==> src/rtl/regfile_scan_pkg.sv <==
// Register-file scanner FSM states and the register-file geometry shared with the top level.
package regfile_scan_pkg;

   localparam int REG_ADD_WIDTH  = 5;
   localparam int REG_DATA_WIDTH = 32;

   typedef enum logic [1:0] {
      IDLE    = 2'd0,
      ISSUE   = 2'd1,
      CAPTURE = 2'd2,
      SEND    = 2'd3
   } scan_state_t;

endpackage

==> src/rtl/regfile_scanner.sv <==
// Dumps x0..x(2**ADD_WIDTH-1) through one registered read port as {idx, value} over valid/ready.
// Latency: 3 cycles per entry minimum; an entry is held in SEND until out_ready, then done pulses after the last.
module regfile_scanner
   import regfile_scan_pkg::*;
#(
   parameter int ADD_WIDTH  = REG_ADD_WIDTH,
   parameter int DATA_WIDTH = REG_DATA_WIDTH
) (
   input  logic                  clk,
   input  logic                  rst,
   input  logic                  start,
   input  logic                  abort,
   output logic [ADD_WIDTH-1:0]  rd_addr,
   input  logic [DATA_WIDTH-1:0] rd_data,
   output logic                  out_valid,
   input  logic                  out_ready,
   output logic [ADD_WIDTH-1:0]  out_idx,
   output logic [DATA_WIDTH-1:0] out_data,
   output logic                  busy,
   output logic                  done
);

   localparam logic [ADD_WIDTH-1:0] LAST_IDX = '1;

   scan_state_t          state;
   scan_state_t          state_next;
   logic [ADD_WIDTH-1:0] idx;
   logic                 handshake;
   logic                 last;

   assign handshake = out_valid && out_ready;
   assign last      = (idx == LAST_IDX);

   always_ff @(posedge clk) begin
      if (rst) begin
         state <= IDLE;
      end else begin
         state <= state_next;
      end
   end

   always_comb begin
      state_next = state;
      unique case (state)
         IDLE:    if (start) state_next = ISSUE;
         ISSUE:   state_next = CAPTURE;
         CAPTURE: state_next = SEND;
         SEND:    if (handshake) state_next = last ? IDLE : ISSUE;
         default: state_next = IDLE;
      endcase
      // Abort only matters once a scan is running; in IDLE a concurrent start wins.
      if (abort && (state != IDLE)) begin
         state_next = IDLE;
      end
   end

   // All outputs derive from registers, so out_ready never reaches an output combinationally.
   always_comb begin
      busy      = (state != IDLE);
      out_valid = (state == SEND);
      rd_addr   = idx;
   end

   always_ff @(posedge clk) begin
      if (rst) begin
         idx      <= '0;
         out_idx  <= '0;
         out_data <= '0;
         done     <= 1'b0;
      end else begin
         done <= 1'b0;
         unique case (state)
            IDLE: begin
               if (start) idx <= '0;
            end
            CAPTURE: begin
               out_idx  <= idx;
               // The register file does not drive a fresh value for x0, so force it here.
               out_data <= (idx == '0) ? '0 : rd_data;
            end
            SEND: begin
               if (handshake && !abort) begin
                  if (last) begin
                     done <= 1'b1;
                  end else begin
                     idx <= idx + 1'b1;
                  end
               end
            end
            default: ;
         endcase
      end
   end

endmodule

==> config.mk <==
export PLATFORM = sky130hd
export DESIGN_NAME = regfile_scanner
export DESIGN_NICKNAME = d
export VERILOG_FILES = /design/src/rtl/regfile_scan_pkg.sv /design/src/rtl/regfile_scanner.sv
export SDC_FILE = /design/constraint.sdc
export NUM_CORES = 1
export LEC_CHECK = 0
export ABC_AREA = 0
export BUFFER_PORTS_ARGS = -buffer_cell sky130_fd_sc_hd__buf_4
export CAP_MARGIN = 20
export CORE_MARGIN = 3
export CORE_UTILIZATION = 44
export DETAILED_ROUTE_END_ITERATION = 8
export PLACE_DENSITY_LB_ADDON = 0.12
export SLEW_MARGIN = 30
export SYNTH_ARGS = -nofsm -noshare
export SYNTH_HDL_FRONTEND = slang
export SYNTH_SLANG_ARGS = --single-unit
==> constraint.sdc <==
create_clock -name clk -period 1.8 [get_ports clk]
set_input_delay 0.54 -clock clk [delete_from_list [all_inputs] [get_ports clk]]
set_output_delay 0.54 -clock clk [all_outputs]
set_load 0.005 [all_outputs]
Yosys cells after proc, flatten, opt, wreduce, memory -nomap -nowiden. Index checks and enable logic that the tools add are counted.

Register bits: 45.

Bitwise gates (word level): 2. Mux-type cells: 10. Equal/unequal tests: 8. Reduce and logical (&&, ||, !) cells: 12. Add/subtract/negate cells: 1.

Operators by type and width (number): $mux W32 (1); $mux W5 (3); $pmux W5 S2 (1); $pmux W2 S4 (1); $add A5 B1 Y5 const B (1); $eq A5 B5 Y1 const B (1); $logic_not A5 Y1 (1); $eq A2 B2 Y1 const B (2); $mux W2 (2); $ne A2 B1 Y1 const B (2); $ne A2 B2 Y1 const B (2); $reduce_and A4 Y1 (1); $reduce_bool A2 Y1 (2); $logic_and A1 B1 Y1 (3); $reduce_or A3 Y1 (1); $eq A2 B1 Y1 const B (1); $logic_not A2 Y1 (1); $mux W1 (2); $not A1 Y1 (2); $reduce_and A2 Y1 (1); $reduce_or A2 Y1 (1); $logic_not A1 Y1 (1).

Depth between registers and ports, before layout. Gate-level depths: netlist (run 1).

Word-level depth: 5. Gate-level depth with buffers: 7.

Least setup slack after synthesis (run 1). Ideal clock, no wire load.

Path kind: register to register. Start: register idx[0], in the netlist rd_addr[0]. End: register idx[3], in the netlist rd_addr[3]. Arrival time: 1.640 ns. Required time: 1.661 ns. Slack: 0.021 ns. Stages on the path, launching flop included: 7. Cells stage by stage: dfxtp_1 ha_1 and3_2 ha_1 nand4bb_1 a21oi_1 o221ai_1.

RTL lines: from (decl) (line regfile_scanner.sv:27) `logic [ADD_WIDTH-1:0] idx;`; from (signal assigned) (line regfile_scanner.sv:86) `idx <= idx + 1'b1;`; $eq A5 B5 Y1 (line regfile_scanner.sv:32) `assign last = (idx == LAST_IDX);`; named net last (line regfile_scanner.sv:29) `logic last;`; $ne A2 B2 Y1 (no line); $reduce_and A4 Y1 (no line).

The timed path passes the listed nets, and every way through them passes these cells. The select of a mux whose other input is x is not followed. A chain may end at the register's enable or synchronous reset.

Final worst setup path (run 1).
Start: register state[1]. End: output busy.

Longest elaborated chain between the ends: 1.

RTL lines: from (decl) (line regfile_scanner.sv:25) `scan_state_t state;`; from (signal assigned) (line regfile_scanner.sv:38) `state <= state_next;`; $reduce_bool A2 Y1 (line regfile_scanner.sv:59) `busy = (state != IDLE);`; to (decl) (line regfile_scanner.sv:19) `output logic busy,`.

No other way between the ends.

==> results, run 1 <==
- CTS placed an instance of clkbuf_8 at the clock tree root.
- The total number of placement rows is 25.
- The number of buffers inserted by port buffering is 81.
- The clock transition at the registers of the reported paths is 80 ps.
- The synthesized netlist devotes 0% of its cell area to XOR and XNOR gates.
- The share of final-layout standard cells stronger than drive strength 1 is 57.1%.
- The maximum fanout along the worst path is 5.
- The count of TritonRoute iterations in the first routing pass is 4.
- The instance count of the mapped netlist is 219.
- The height of the die is 77.4 µm.
- The maximum operating frequency is 578 MHz.
- Summing all multi-input logic gate instances after layout gives 1200 µm².
- The number of antenna repair diodes is 0.
- The number of nets handed over by synthesis was 262.
- The worst clock skew on the final layout is 4.43 ps.
- Once placement finished, the instance area stood at 2920 µm².
- The worst path required time is 1260 ps.
- The maximum vdd ir drop is 0.904 mV.
- The Yosys step of the flow raised 0 warnings.
- The post-synthesis mux area share is 3.12%.
- The clock reaches the later pin of the worst-skew pair after 290 ps.
- The initial core utilization is 46.6%.
- The sequential cell area is 903 µm².
- Entering global routing, the biggest net connects 70 pins.
- Setup repair after global routing left no endpoint under its margin.
- The final core area utilization is 62.9%.
- The clock tree from TritonCTS is done.
- The count of final hold-check violations is 0.
- In this run the deepest clock path goes through 2 buffers.
- The count of nets left with antenna violations once routing finished came out at 0.
- The mean routed wirelength per cell is 12.9 µm.
- The flow ran to the end, and the final reports show no timing, DRC or antenna violations.
- The width of the die is 77.4 µm.
- In this run, post-CTS hold repair placed 0 buffers.
- The number of nets in the final layout is 345.
- In this run the power density over the cells is 787 nW/µm².
- The global-route wire length before repair is 7.78 mm.
- Summing the areas of all fa, ha and maj instances in the mapped netlist gives 3.34% of the synthesized area.
- Data arrives at the worst endpoint at 1190 ps.
- The total via count after detailed routing is 1,788.
- The final setup violation count is 0.
- The leakage power is 1.13 nW.
- The flop and latch count out of synthesis is 45.
- The critical path is of the flip-flop to primary output type.
- Sequential elements use 40.1% of the synthesized area.
- The minimum clock period after layout is 1730 ps.
- The initial antenna violation count is 0.
- The total overflow left after global routing is 0.
- The post-synthesis cell type count is 34.
- The post-CTS setup-driven buffer insertion count is 0.
- The synthesized area is 2250 µm².
- The minimum setup slack after placement is 106 ps.
- For this run, design rule violations remaining after detail routing come to 0.
- The final-layout setup total negative slack is 0 ps.
- The smallest setup slack after layout is 70.3 ps.
- Headroom to the max-slew limit came out at 72.3%.
- The share of the cycle needed by the critical path after routing is 96.1%.
- The detailed router's first-iteration violation count is 50.
- The detailed placer's ending HPWL is 3.42 mm.
- In the routed layout, each cell is associated on average with a via count of 4.83.
- The main combinational cell family by area after synthesis is simple AND/OR/NAND/NOR gates.
- The synthesized area per cell is 10.3 µm².
- The number of global-route vias before repair came to 1,647.
- 82 I/O pins were placed.
- The count of pins over their slew limit is 0.
- The post-route cell area is 3030 µm².
- The H-tree was split into 2 levels.
- Max-cap violations in this run came to 0.
- The global placement routability congestion is 0.841.
- For this run, the total global-route usage over all layers was measured as 15.9%.
- The synthesized netlist devotes 31.5% of its cell area to simple gates.
- The synthesized netlist devotes 15.3% of its cell area to compound gates.
- STA classifies the critical path endpoint as a primary output.
- From synthesis to final layout, the design area changed by 34.9%.
- The worst hold path class is flip-flop to flip-flop.
- The transition time of the tightest slew-check pin is 415 ps.
- TritonCTS created 5 clock buffers.
- The layout has 434 filler cells.
- The die covers 6000 µm².
- The number of sinks on the clock net is 45.
- STA classifies the critical path startpoint as a flip-flop.
- The final routed wirelength across all metal layers is 4.77 mm.
- The core footprint is 4820 µm².
- The post-route total power is 2.38 mW.
-- final timing paths --
kind	to	slack, ps	startpoint	depth (start not counted)
setup / recovery	busy	70	state[1]$_SDFFE_PP0P_	5
hold / removal	state[0]$_SDFFE_PP0P_	450	state[0]$_SDFFE_PP0P_	1
setup reg to reg	rd_addr[1]$_SDFFE_PP0P_	100	rd_addr[0]$_SDFFE_PP0P_	7
hold reg to reg	state[0]$_SDFFE_PP0P_	450	state[0]$_SDFFE_PP0P_	1
-- cell usage after synthesis --
library cell | n | area [µm²]
a211oi_1 | 1 | 7.51
a21o_1 | 1 | 7.51
a21oi_1 | 5 | 25.0
a21oi_2 | 30 | 263
a31oi_1 | 1 | 6.26
and3_2 | 1 | 7.51
buf_12 | 3 | 60.1
buf_2 | 5 | 25.0
buf_6 | 1 | 11.3
clkbuf_1 | 9 | 33.8
dfxtp_1 | 45 | 901
ha_1 | 6 | 75.1
inv_1 | 5 | 18.8
mux2i_1 | 7 | 70.1
nand2_1 | 1 | 3.75
nand2b_1 | 37 | 231
nand2b_2 | 1 | 8.76
nand3_1 | 4 | 20.0
nand3_2 | 30 | 300
nand3b_1 | 3 | 22.5
nand4b_1 | 1 | 8.76
nand4bb_1 | 1 | 11.3
nor2_1 | 6 | 22.5
nor2b_1 | 3 | 18.8
nor3b_1 | 1 | 7.51
o21ai_0 | 2 | 10.0
o221ai_1 | 1 | 8.76
o22ai_1 | 1 | 6.26
o31a_1 | 1 | 8.76
or2_2 | 1 | 6.26
or3_1 | 2 | 12.5
or3b_2 | 1 | 8.76
or4_1 | 1 | 7.51
or4b_1 | 1 | 10.0
-- layout make-up --
type,count,area share (%)
Multi-Input combinational cell,151,39.7
Sequential cell,45,29.8
Timing Repair Buffer,94,23.7
Clock buffer,7,3.18
Tap cell,67,2.77
Inverter,5,0.620
Clock inverter,1,0.165
-- power breakdown --
part	internal, mW	switching (mW)	total [mW]
sequential	1.02	0.0203	1.04
clock	0.347	0.334	0.681
combinational	0.329	0.335	0.664
total	1.70	0.689	2.38
-- worst max-delay path: stages, from the launching register on --
cell     delay, ps
dfxtp_2        370
inv_1           60
ha_2           160
buf_4          140
inv_1           70
buf_4          110
-- registers in the layout, indices dropped and copies added, names as in the netlist --
name,cells
state,2
rd_addr,5
done,1
out_data,32
out_idx,5
-- what timing repair did --
item | CTS | global route
endpoints found under the setup margin | 1 | 5
gates resized for setup | 2 | 3
pin swaps | 0 | 2
gates cloned | 0 | 0
-- per-stage QoR --
stage                     cells  hold slack, ps
after floorplan             219             440
after global placement      362             461
after detailed placement    362             465
after CTS                   370             444
after global routing        370             478
final                       370             454
-- cells in the final DEF (no fill, tap or decap), types with 2 or more instances in the layout --
cell type	instances
buf_4	93
or3_1	2
a21oi_2	30
a21oi_1	5
mux2i_1	7
clkbuf_8	7
dfxtp_2	2
nand2b_1	37
inv_1	4
ha_1	3
nand3_1	4
nand3_2	30
ha_2	3
o21ai_0	2
nand3b_1	3
dfxtp_1	43
nor2b_1	3
nor2_1	6
-- kinds of logic (layout without fill, tap and decap cells) --
logic type	count (synthesis)	after routing
AOI/OAI and AO/OA	43	43
DFF	45	45
adders and majority gates	6	6
muxes	7	7
and+or+nand+nor	95	95
buffers and inverters	23	107
-- metal layers --
metal / GRT usage (%) / share of wire (%)
met5: 0 / 0
met4: 5.69 / 0.75
met3: 4.18 / 6.3
met2: 24.9 / 47
met1: 21.2 / 46
Note: power is estimated with default switching activity, not from simulation.
==> inputs of run 2 (changes only) <==
- CORE_UTILIZATION: 44 -> 53
- clock period: 1.8 -> 2.19 ns (I/O delays scaled with it)
==> results, run 2 (synthesized netlist as in run 1, its figures left out) <==
- The count of TritonRoute iterations in the first routing pass is 4 (unchanged).
- The maximum number of pins on one net before global-route repair came to 58 (was 70).
- The transition time of the tightest slew-check pin is 455 ps (was 415 ps).
- The layout-stage area growth over the synthesis result came to 30.3% (was 34.9%).
- The share of final-layout standard cells stronger than drive strength 1 came to 53.9% (was 57.1%).
- The initial antenna violation count is 0 (unchanged).
- The detailed router's first-iteration violation count is 67 (was 50).
- The H-tree level count was 2 (unchanged).
- The post-CTS setup-driven buffer insertion count came to 0 (unchanged).
- The count of pins over their slew limit was 0 (unchanged).
- Commonest cells after routing, fill and taps aside: buf_4, dfxtp_1, nand2b_1 (unchanged).
- The clock share of power was 25.5% (was 28.6%).
- The maximum buffer depth of the clock tree came to 2 (unchanged).
- The sequential share of power came to 46.5% (was 43.6%).
- The DRC violation count after routing is 0 (unchanged).
- The height of the die came to 71.1 µm (was 77.4 µm).
- The clock latency reported for the late side of the worst-skew pair is 290 ps (about the same).
- The full die area is 5050 µm² (was 6000 µm²).
- The worst clock skew on the final layout is 4.60 ps (was 4.43 ps).
- The maximum fanout along the worst path is 6 (was 5).
- The clock transition at the registers of the reported paths is 80 ps (about the same).
- The core footprint came to 4060 µm² (was 4820 µm²).
- The most common library cell in the layout ignoring fill and taps is buf_4 (unchanged).
- The final setup violation count was 0 (unchanged).
- The power density over the cells is 625 nW/µm² (was 787 nW/µm²).
- The total via count after detailed routing is 1,735 (was 1,788).
- The number of nets in the final layout is 337 (was 345).
- The sort of element at the start of the critical path is a flip-flop (unchanged).
- The number of flip-flops in the largest register was 32 (unchanged).
- The design internal power is 1.29 mW (was 1.70 mW).
- The clock tree from TritonCTS is done (unchanged).
- The launching element of the worst setup path is rd_addr[1]$_SDFFE_PP0P_ (was state[1]$_SDFFE_PP0P_).
- The combinational share of power came to 28.1% (was 27.8%).
- The register with the most flip-flops is out_data (unchanged).
- The max-slew headroom at the worst pin was 69.7% (was 72.3%).
- The clock root buffer is clkbuf_8 (unchanged).
- The critical register-to-register path startpoint is rd_addr[1]$_SDFFE_PP0P_ (was rd_addr[0]$_SDFFE_PP0P_).
- The overall global routing resource usage is 18.9% (was 15.9%).
- The worst hold path class was flip-flop to flip-flop (unchanged).
- The startpoint of the worst hold path is out_data[0]$_SDFFE_PP0N_ (was state[0]$_SDFFE_PP0P_).
- The worst path needs 1950 ps of the cycle, external delays included.
- The switching power share of the total came to 29.7% (was 28.9%).
- The worst path required time was 2350 ps (was 1260 ps).
- The number of buffers inserted by port buffering is 81 (unchanged).
- Status: finished, final reports clean (unchanged).
- Unrepaired setup endpoints after global routing: no (unchanged).
- The critical path class is flip-flop to flip-flop (was flip-flop to primary output).
- The count of final hold-check violations is 0 (unchanged).
- The share of the cycle needed by the critical path after routing is 88.9%.
- The initial core utilization is 55.3% (was 46.6%).
- The number of hold buffers added after CTS is 0 (unchanged).
- The mean routed wirelength per cell is 13.6 µm (was 12.9 µm).
- The post-detailed-route via-to-cell ratio is 5.06 (was 4.83).
- The detailed placer's ending HPWL is 3.27 mm (was 3.42 mm).
- The final routed wirelength across all metal layers is 4.65 mm (was 4.77 mm).
- The maximum vdd ir drop was 0.747 mV (was 0.904 mV).
- The number of antenna repair diodes is 0 (unchanged).
- The CTS buffer count is 5 (unchanged).
- The width of the die is 71.1 µm (was 77.4 µm).
- The number of sinks on the clock net was 45 (unchanged).
- The critical path capture point type was a flip-flop (was primary output).
- The total number of placement rows came to 23 (was 25).
- The final-layout setup total negative slack is 0 ps (unchanged).
- The leakage power is 1.08 nW (was 1.13 nW).
- The count of cells resized by post-cts repair is 0 (was 2).
- The number of global-route vias before repair came to 1,675 (was 1,647).
- The global placement routability congestion is 0.810 (was 0.841).
- Static timing analysis puts the maximum clock frequency at 514 MHz.
- The post-detailed-route count of antenna-violating nets is 0 (unchanged).
- The global-route wire length before repair is 7.72 mm (was 7.78 mm).
- The number of primary I/O pins is 82 (unchanged).
- The data arrival time at the worst-slack endpoint is 2110 ps (was 1190 ps).
- The count of maximum capacitance violations is 0 (unchanged).
- The switching power is 0.543 mW (was 0.689 mW).
- The total overflow reported by the global router is 0 (unchanged).
- The smallest setup slack after layout was 243 ps (was 70.3 ps).
- The minimum setup slack after placement was 256 ps (was 106 ps).
run 2: cell count changes in the layout (fill, tap and decap cells not counted), sizes merged:
| cell | before | now |
|---|---|---|
| buf | 94 | 86 |
| clkbuf | 7 | 5 |
run 2: layout make-up:
cell class,instances,area (µm²)
flip-flops and latches,45,901
well taps,50,62.6
multi-input cells,151,1200
fillers,341,1130
inverters,5,18.8
clock inverters,1,5.00
repair buffers,86,671
clock buffers,5,68.8
run 2: worst max-delay path, cell delays in order (launching register included):
cell,delay [ps]
dfxtp_1,360
ha_1,230
and3_2,220
ha_1,220
nand4bb_1,200
a21oi_1,400
o221ai_1,190
run 2: power by group through the flow:
stage          combinational, mW  sequential [mW]  clock [mW]
2_1_floorplan              0.371            0.866           0
3_3_place_gp               0.516            0.869           0
3_5_place_dp               0.516            0.869           0
4_1_cts                    0.518            0.849       0.487
5_1_grt                    0.565            0.851       0.514
6_report                   0.514            0.850       0.465
run 2: final timing paths:
kind / endpoint / slack, ps / depth (start not counted)
worst max-delay path: rd_addr[3]$_SDFFE_PP0P_ / 240 / 6
worst min-delay path: out_data[0]$_SDFFE_PP0N_ / 480 / 2
worst max register to register: rd_addr[3]$_SDFFE_PP0P_ / 240 / 6
worst min register to register: out_data[0]$_SDFFE_PP0N_ / 480 / 2
run 2: metal layers:
layer	GRT usage [%]	vias up	part of all wire, %
li1	-	897	-
met1	25.9	782	47
met2	29.2	50	45
met3	5.82	6	7.0
met4	4.38	0	0.92
met5	0	-	0
run 2: stage by stage:
| stage | util [%] | instances | hold WS [ps] | area (µm²) | power (mW) |
|---|---|---|---|---|---|
| 3_3_place_gp | 70.3 | 337 | 459 | 2850 | 1.38 |
| 3_5_place_dp | 70.3 | 337 | 465 | 2850 | 1.39 |
| 6_report | 72.1 | 343 | 477 | 2930 | 1.83 |
| 4_1_cts | 72.1 | 343 | 478 | 2930 | 1.85 |
| 2_1_floorplan | - | 219 | 440 | 2250 | 1.24 |
| 5_1_grt | 72.1 | 343 | 504 | 2930 | 1.93 |
==> inputs of run 3 (changes only) <==
- CORE_UTILIZATION: 53 -> 49
- clock period: 2.19 -> 2 ns (I/O delays scaled with it)
==> results, run 3 (synthesized netlist as in run 1, its figures left out) <==
- The clock latency reported for the late side of the worst-skew pair came to 300 ps (was 290 ps).
- The worst hold path class is flip-flop to flip-flop (unchanged).
- The final-layout setup total negative slack is 0 ps (unchanged).
- The maximum fanout along the worst path is 10 (was 6).
- The global placement routability congestion is 0.811 (was 0.810).
- The detailed placer's ending HPWL is 3.46 mm (was 3.27 mm).
- The width of the die is 73.7 µm (was 71.1 µm).
- The critical register-to-register path startpoint is rd_addr[1]$_SDFFE_PP0P_ (unchanged).
- The worst clock skew on the final layout is 10.9 ps (was 4.60 ps).
- The design internal power is 1.58 mW (was 1.29 mW).
- The number of nets in the final layout is 339 (was 337).
- The share of final-layout standard cells stronger than drive strength 1 came to 54.5% (was 53.9%).
- The most common library cell in the layout ignoring fill and taps is buf_4 (unchanged).
- The initial core utilization is 53.5% (was 55.3%).
- The register-to-register setup slack is 160 ps (was 240 ps).
- The clock share of power is 32.3% (was 25.5%).
- The worst stage delay on the critical path is 410 ps (was 400 ps).
- The worst path required time is 1400 ps (was 2350 ps).
- The number of sinks on the clock net is 45 (unchanged).
- The maximum vdd ir drop is 0.554 mV (was 0.747 mV).
- The total overflow reported by the global router is 0 (unchanged).
- The detailed router's first-iteration violation count is 126 (was 67).
- The full die area was 5430 µm² (was 5050 µm²).
- Sequence of cells on the critical path: ha_1 -> buf_4 (was ha_1 -> and3_2 -> ha_1 -> nand4bb_1 -> a21oi_1 -> o221ai_1).
- The critical path class is flip-flop to primary output (was flip-flop to flip-flop).
- The switching power is 0.629 mW (was 0.543 mW).
- The mean routed wirelength per cell is 14.2 µm (was 13.6 µm).
- The CTS buffer count is 5 (unchanged).
- The maximum number of pins on one net before global-route repair is 41 (was 58).
- The minimum setup slack after placement came to 79.4 ps (was 256 ps).
- The count of maximum capacitance violations is 0 (unchanged).
- The cell with the biggest individual delay on the critical path was dfxtp_1 (was a21oi_1).
- The clock tree from TritonCTS is done (unchanged).
- The post-route cell area is 2960 µm² (was 2930 µm²).
- The global-route wire length before repair is 7.87 mm (was 7.72 mm).
- The sequential share of power is 42.2% (was 46.5%).
- The endpoint of the worst hold path is out_data[0]$_SDFFE_PP0N_ (unchanged).
- The number of cells on the worst reg-to-reg path is 6 (unchanged).
- The final routed wirelength across all metal layers is 4.94 mm (was 4.65 mm).
- The fill cell total of the finished layout is 351 (was 341).
- After layout, the worst path uses 92.9% of the clock period.
- Unrepaired setup endpoints after global routing: no (unchanged).
- The sort of element at the start of the critical path is a flip-flop (unchanged).
- The max-slew headroom at the worst pin came to 70.1% (was 69.7%).
- The post-detailed-route via-to-cell ratio is 5.17 (was 5.06).
- The post-route total power is 2.21 mW (was 1.83 mW).
- Status: finished, final reports clean (unchanged).
- The clock root buffer is clkbuf_8 (unchanged).
- The clock transition at the registers of the reported paths is 90 ps (was 80 ps).
- The DRC violation count after routing is 0 (unchanged).
- The power density over the cells was 745 nW/µm² (was 625 nW/µm²).
- The count of TritonRoute iterations in the first routing pass is 4 (unchanged).
- The height of the die is 73.7 µm (was 71.1 µm).
- The H-tree level count is 2 (unchanged).
- The overall global routing resource usage is 18.3% (was 18.9%).
- The combinational share of power came to 25.4% (was 28.1%).
- The buffer and inverter count on the worst path is 1 (was 0).
- The leakage power came to 1.11 nW (was 1.08 nW).
- The maximum operating frequency is 538 MHz.
- The core footprint was 4200 µm² (was 4060 µm²).
- The worst hold path depth is 2 (unchanged).
- The post-CTS setup-driven buffer insertion count is 0 (unchanged).
- The minimum clock period after layout is 1860 ps.
- The register with the most flip-flops is out_data (unchanged).
- The layout-stage area growth over the synthesis result is 31.9% (was 30.3%).
- The capture instance of the worst register-to-register path is rd_addr[1]$_SDFFE_PP0P_ (was rd_addr[3]$_SDFFE_PP0P_).
- The final setup violation count is 0 (unchanged).
- The number of antenna repair diodes is 0 (unchanged).
- The total via count after detailed routing is 1,793 (was 1,735).
- The maximum buffer depth of the clock tree came to 2 (unchanged).
- The number of buffers inserted by port buffering is 81 (unchanged).
- The transition time of the tightest slew-check pin was 448 ps (was 455 ps).
- The cell family with the largest share of critical-path delay is flip-flops (was compound AO/OA/AOI/OAI gates).
- Commonest cells after routing, fill and taps aside: buf_4, dfxtp_1, nand2b_1 (unchanged).
- The number of global-route vias before repair is 1,738 (was 1,675).
- The startpoint of the worst hold path is out_data[0]$_SDFFE_PP0N_ (unchanged).
- The number of flip-flops in the largest register was 32 (unchanged).
- The critical path capture point type was a primary output (was flip-flop).
- The data arrival time at the worst-slack endpoint is 1260 ps (was 2110 ps).
- The total number of placement rows is 23 (unchanged).
- The count of pins over their slew limit came to 0 (unchanged).
- The count of final hold-check violations is 0 (unchanged).
- The switching power share of the total is 28.5% (was 29.7%).
- The initial antenna violation count is 0 (unchanged).
- The number of primary I/O pins is 82 (unchanged).
- The cell area after placement was 2840 µm² (was 2850 µm²).
- The post-detailed-route count of antenna-violating nets is 0 (unchanged).
- The smallest setup slack after layout came to 141 ps (was 243 ps).
run 3: cell types whose count changed in the layout (fill, tap and decap cells not counted), sizes merged:
cell,previous run,this run
clkbuf,5,7
buf,86,88
bufinv,0,1
clkinv,1,0
run 3: worst max-delay path by stage:
stage / depth (start not counted) / startpoint / endpoint / slack (ps)
5_1_grt: 2 / state[1]$_SDFFE_PP0P_ / out_valid / 50
3_5_place_dp: 6 / rd_addr[1]$_SDFFE_PP0P_ / rd_addr[3]$_SDFFE_PP0P_ / 80
3_3_place_gp: 6 / rd_addr[1]$_SDFFE_PP0P_ / rd_addr[3]$_SDFFE_PP0P_ / 150
6_report: 2 / state[1]$_SDFFE_PP0P_ / out_valid / 140
4_1_cts: 6 / rd_addr[1]$_SDFFE_PP0P_ / rd_addr[3]$_SDFFE_PP0P_ / 70
2_1_floorplan: 6 / rd_addr[0]$_SDFFE_PP0P_ / rd_addr[3]$_SDFFE_PP0P_ / 220
run 3: timing repair:
| action | in CTS | in global routing |
|---|---|---|
| endpoints found under the setup margin | 0 | 2 |
| endpoints found under the hold margin | 0 | 0 |
| hold buffers | 0 | 0 |
| gates resized for setup | 0 | 1 |
run 3: through the flow:
step | instances | hold slack [ps] | util (%)
2_1_floorplan | 219 | 440 | -
3_3_place_gp | 339 | 463 | 67.6
3_5_place_dp | 339 | 468 | 67.6
4_1_cts | 347 | 483 | 70.4
5_1_grt | 347 | 501 | 70.5
6_report | 347 | 479 | 70.5
run 3: worst min-delay path: stages (launching register included):
cell      delay [ps]
dfxtp_1          320
nand2b_1          60
a21oi_1           60
run 3: area by class of cell:
| class | instances | area [µm²] | share of cell area (%) |
|---|---|---|---|
| Clock inverter | 1 | 30.0 | 1.01 |
| Clock buffer | 7 | 86.3 | 2.92 |
| Timing Repair Buffer | 88 | 661 | 22.3 |
| Sequential cell | 45 | 901 | 30.4 |
| Inverter | 5 | 18.8 | 0.634 |
| Tap cell | 50 | 62.6 | 2.11 |
| Multi-Input combinational cell | 151 | 1200 | 40.6 |
run 3: power by group through the flow:
stage          Sequential (mW)  Clock (mW)  Combinational [mW]
3_3_place_gp             0.952           0               0.543
6_report                 0.932       0.713               0.561
3_5_place_dp             0.953           0               0.548
4_1_cts                  0.932       0.723               0.553
5_1_grt                  0.936       0.753               0.617
2_1_floorplan            0.948           0               0.406
run 3: metal layers:
metal	global-route usage, %	up-vias	wire (µm)
li1	-	903	-
met1	22.3	841	2180
met2	31.7	44	2410
met3	3.97	5	298
met4	6.24	0	48
met5	0	-	0
